==> config.mk <==
export PLATFORM = sky130hd
export DESIGN_NAME = ex_mem
export DESIGN_NICKNAME = d
export VERILOG_FILES = /design/src/rtl/ex_mem.sv
export SDC_FILE = /design/constraint.sdc
export NUM_CORES = 1
export LEC_CHECK = 0
export ABC_AREA = 1
export ABC_CLOCK_PERIOD_IN_PS = 1300
export CORE_ASPECT_RATIO = 1.75
export CORE_MARGIN = 4
export CORE_UTILIZATION = 38
export DETAILED_ROUTE_END_ITERATION = 16
export PLACE_DENSITY = 0.79
export SYNTH_ARGS = -nofsm -noshare
export SYNTH_HDL_FRONTEND = slang
export SYNTH_SLANG_ARGS = --single-unit
==> constraint.sdc <==
create_clock -name clk -period 1.3 [get_ports clk]
set_input_delay 0.26 -clock clk [delete_from_list [all_inputs] [get_ports clk]]
set_output_delay 0.26 -clock clk [all_outputs]
set_load 0.02 [all_outputs]
==> src/rtl/ex_mem.sv <==
// EX/MEM pipeline register: carries the EX write-back and HI/LO results into MEM,
// and returns the multi-cycle accumulator state (hilo_temp/cnt) to EX.
// Latency: one clk from ex_* to mem_*. No combinational input-to-output path.
// Backpressure: stall_mem holds every output; stall_ex alone inserts a bubble.
//
// Ports:
//   clk, rst                  rising-edge clock, synchronous active-high reset
//   stall_ex, stall_mem       stage stall requests (stall_mem dominates)
//   flush                     kill stage contents (zeroes all outputs)
//   ex_wd/ex_wreg/ex_wdata    EX write-back address / enable / result
//   ex_whilo/ex_hi/ex_lo      EX HI/LO write request and values
//   hilo_temp_i/cnt_i         partial accumulator and cycle index from EX
//   mem_*                     registered copies to MEM (and HI/LO bypass)
//   hilo_temp_o/cnt_o         accumulator state returned to EX
//   bubble_cnt_o              bubble-cycle counter, only with EX_MEM_BUBBLE_CNT_EN
//
// Optional feature: define EX_MEM_BUBBLE_CNT_EN to add bubble_cnt_o.

module ex_mem (
  input  logic        clk,
  input  logic        rst,
  input  logic        stall_ex,
  input  logic        stall_mem,
  input  logic        flush,
  input  logic [4:0]  ex_wd,
  input  logic        ex_wreg,
  input  logic [31:0] ex_wdata,
  input  logic        ex_whilo,
  input  logic [31:0] ex_hi,
  input  logic [31:0] ex_lo,
  input  logic [63:0] hilo_temp_i,
  input  logic [1:0]  cnt_i,
  output logic [4:0]  mem_wd,
  output logic        mem_wreg,
  output logic [31:0] mem_wdata,
  output logic        mem_whilo,
  output logic [31:0] mem_hi,
  output logic [31:0] mem_lo,
`ifdef EX_MEM_BUBBLE_CNT_EN
  output logic [31:0] bubble_cnt_o,
`endif
  output logic [63:0] hilo_temp_o,
  output logic [1:0]  cnt_o
);

  logic [4:0]  wd_q,    wd_d;
  logic        wreg_q,  wreg_d;
  logic [31:0] wdata_q, wdata_d;
  logic        whilo_q, whilo_d;
  logic [31:0] hi_q,    hi_d;
  logic [31:0] lo_q,    lo_d;
  logic [63:0] hilo_temp_q, hilo_temp_d;
  logic [1:0]  cnt_q,   cnt_d;

`ifdef EX_MEM_BUBBLE_CNT_EN
  logic [31:0] bubble_cnt_q, bubble_cnt_d;
`endif

  // Priority: rst > flush > hold > bubble > advance.
  always_comb begin
    // Default is hold: every register keeps its value.
    wd_d        = wd_q;
    wreg_d      = wreg_q;
    wdata_d     = wdata_q;
    whilo_d     = whilo_q;
    hi_d        = hi_q;
    lo_d        = lo_q;
    hilo_temp_d = hilo_temp_q;
    cnt_d       = cnt_q;
`ifdef EX_MEM_BUBBLE_CNT_EN
    bubble_cnt_d = bubble_cnt_q;
`endif

    if (rst || flush) begin
      wd_d        = '0;
      wreg_d      = 1'b0;
      wdata_d     = '0;
      whilo_d     = 1'b0;
      hi_d        = '0;
      lo_d        = '0;
      hilo_temp_d = '0;
      cnt_d       = '0;
`ifdef EX_MEM_BUBBLE_CNT_EN
      // Counter survives flush; only reset clears it.
      if (rst) bubble_cnt_d = '0;
`endif
    end else if (stall_mem) begin
      // hold: defaults already applied
    end else if (stall_ex) begin
      // Bubble into MEM, but keep the multi-cycle op's progress for EX.
      wd_d        = '0;
      wreg_d      = 1'b0;
      wdata_d     = '0;
      whilo_d     = 1'b0;
      hi_d        = '0;
      lo_d        = '0;
      hilo_temp_d = hilo_temp_i;
      cnt_d       = cnt_i;
`ifdef EX_MEM_BUBBLE_CNT_EN
      bubble_cnt_d = bubble_cnt_q + 32'd1;  // wraps to 0 naturally
`endif
    end else begin
      // Advance: register 0 writes pass through untouched; the regfile drops them.
      wd_d        = ex_wd;
      wreg_d      = ex_wreg;
      wdata_d     = ex_wdata;
      whilo_d     = ex_whilo;
      hi_d        = ex_hi;
      lo_d        = ex_lo;
      hilo_temp_d = '0;
      cnt_d       = '0;
    end
  end

  always_ff @(posedge clk) begin
    wd_q        <= wd_d;
    wreg_q      <= wreg_d;
    wdata_q     <= wdata_d;
    whilo_q     <= whilo_d;
    hi_q        <= hi_d;
    lo_q        <= lo_d;
    hilo_temp_q <= hilo_temp_d;
    cnt_q       <= cnt_d;
`ifdef EX_MEM_BUBBLE_CNT_EN
    bubble_cnt_q <= bubble_cnt_d;
`endif
  end

  assign mem_wd      = wd_q;
  assign mem_wreg    = wreg_q;
  assign mem_wdata   = wdata_q;
  assign mem_whilo   = whilo_q;
  assign mem_hi      = hi_q;
  assign mem_lo      = lo_q;
  assign hilo_temp_o = hilo_temp_q;
  assign cnt_o       = cnt_q;
`ifdef EX_MEM_BUBBLE_CNT_EN
  assign bubble_cnt_o = bubble_cnt_q;
`endif

endmodule

==> metrics.yaml <==
run_status: "finished clean"
critPathCaptureType: "primary output"
num_vias: 6114
avgRoutedWirePerCell_um: 16.4
grtUsageTotal_pct: 21.9
cts.htree.levels: 4
final-hold-violation-count: 0
postCtsHoldBufs: 0
setup_ws_ps: 29.1
period_share_pct: 97.8
layout.nets: 1229
setup_viol: 0
fin_crit_ps: 1270
design_area_sq_mm: 0.00954
drt_iter0_markers: 247
drt_wl_total_mm: 20.7
ff_latch_area_sq_mm: 0.00338
wl_met2_mm: 10.6
ys_warn_count: 0
synth_area_leaders: "dfxtp_1 (56%), nand2_1 (17%), a21oi_1 (11%), nand3_1 (5.4%), a21oi_2 (4.3%)"
drc: 0
core_area_sq_mm: 0.0158
gp_congestion: 0.813
cp_top_family: "flip-flops"
fill_cells: 1473
finalPower_w: 0.0117
worst_pin_slew_ps: 366
slowest_delay_ps: 340
drive_gt1_share_pct: 23.4
row_count: 61
cp-start-kind: "flop"
reg2reg_slack_ps: 650
multiInputGateArea_sq_mm: 0.00233
clkTransAtPathRegs_ps: 70
start_util_pct: 38.5
wl_met1_mm: 8.07
overflow: 0
cts_tree: "built"
synth_nets: 916
dieArea_sq_mm: 0.0182
wl_met3_mm: 1.29
cts_made_buffers: 17
vias_per_cell: 4.86
crit_path_max_fanout: 2
ys_seq_elements: 169
placed_area_sq_mm: 0.00961
cap_violations: 0
rsz0062_at_grt: "no"
clockRootBuffer: "clkbuf_16"
min_path_type: "primary input to flop"
whs_ps: 331
ioPinCount: 343
yosysSeqAreaShare_pct: 55.6
ant_nets: 0
leakagePower_nw: 3.74
worstPathCellList: "clkdlybuf4s15_2"
synth.distinct_cells: 12
netlist.area_leader.share_pct: 55.6
maxSlewHeadroom_pct: 75.6
grt_start_max_net_pins: 79
power.density_mw_per_mm2: 1230
dp_slack_ps: -119
antenna_found_initial: 2
slew_viol_final: 0
dr.max_layer_used: "met5"
cp.arrival_ps: 1010
grt_pass1_vias: 5932
cpMaxStageDelayCell: "dfxtp_1"
fmax_mhz: 787
clkSinkCount: 169
worstSkewPairLatency_ps: 410
ir_drop_mv: 0.790
syn-mean-instance-area_sq_um: 8.20
critPathKind: "flop to primary output"
worst-path-buf-inv: 1
synth_top_cell_by_area: "dfxtp_1"
die_h_um: 175
fin_worst_skew_ps: 0
clockBufferDepth: 2
syn_to_final_growth_pct: 56.8
dp_hpwl_mm: 14.5
crit_required_ps: 1040
port_buffers: 342
firstDrtPassIters: 4
synth_cells: 742
die_w_um: 104
grt_first_pass_wirelength_mm: 31.8
mappedNetlistArea_sq_mm: 0.00609
-- cells by family after synthesis --
logic type	after synthesis	share of synthesized area [%]
AO/OA/AOI/OAI	169	15.7
AND/OR/NAND/NOR	340	22.5
buffers and inverters	64	6.19
flip-flops	169	55.6
-- metrics by stage --
stage	TNS (ps)	cells	util, %
floorplan	0	742	-
global placement	-12040	1225	60.8
detailed placement	-13290	1225	60.8
CTS	0	1257	64.2
global route	0	1258	60.4
finish	0	1258	60.4
-- layout by cell type (no fill, tap or decap), types with 10 or more instances in the layout --
cell / count
buf_2: 138
clkdlybuf4s15_2: 32
clkdlybuf4s50_1: 171
nand3_1: 66
nand2_1: 272
buf_12: 10
a21oi_2: 30
clkbuf_16: 17
dfxtp_1: 169
a21oi_1: 139
-- state kept, by name (all words and copies together), names as in the netlist --
signal and cells:
mem_wdata 32, hilo_temp_o 64, mem_wreg 1, mem_lo 32
mem_wd 5, cnt_o 2, mem_hi 32, mem_whilo 1
-- path summary, 6_finish.rpt --
check | from | endpoint | cells past startpoint
max | mem_wd[4] | mem_wd[4] | 1
min | stall_mem | hilo_temp_o[23] | 4
min reg2reg | hilo_temp_o[57] | hilo_temp_o[57] | 2
max reg2reg | mem_wdata[2] | mem_wdata[2] | 2
-- cell usage after synthesis --
| library cell | count |
|---|---|
| nand2_1 | 272 |
| dfxtp_1 | 169 |
| a21oi_1 | 139 |
| nand3_1 | 66 |
| a21oi_2 | 30 |
| buf_2 | 28 |
| buf_4 | 19 |
| clkbuf_1 | 12 |
| buf_6 | 4 |
| inv_1 | 1 |
| nor2_4 | 1 |
| or2_1 | 1 |
-- power breakdown --
part	total, W	leakage, nW	internal, W	switching, W
clock	0.00501	0.276	0.00275	0.00225
combinational	0.00136	2.09	0.000706	0.000659
sequential	0.00533	1.37	0.00528	0.0000485
total	0.0117	3.74	0.00874	0.00296
-- what timing repair did --
item | 4_1_cts | 5_1_grt
pin swaps | 0 | 0
endpoints found under the setup margin | 169 | 97
buffers inserted | 0 | 0
gates resized for setup | 558 | 99
-- area by class of cell --
cell class,count,share of cell area (%)
inverter,1,0.0393
clock buffer,19,4.64
clock inverter,13,1.42
multi-input combinational,509,24.4
antenna,1,0.0262
sequential,169,35.5
timing repair buffer,357,31.5
tap,189,2.48
-- routing by layer --
metal,vias to the layer above,global-route usage (%)
li1,3047,-
met1,2796,25.2
met2,233,38.4
met3,36,5.63
met4,2,9.37
met5,-,0
Power figures use the tool's default switching activity.
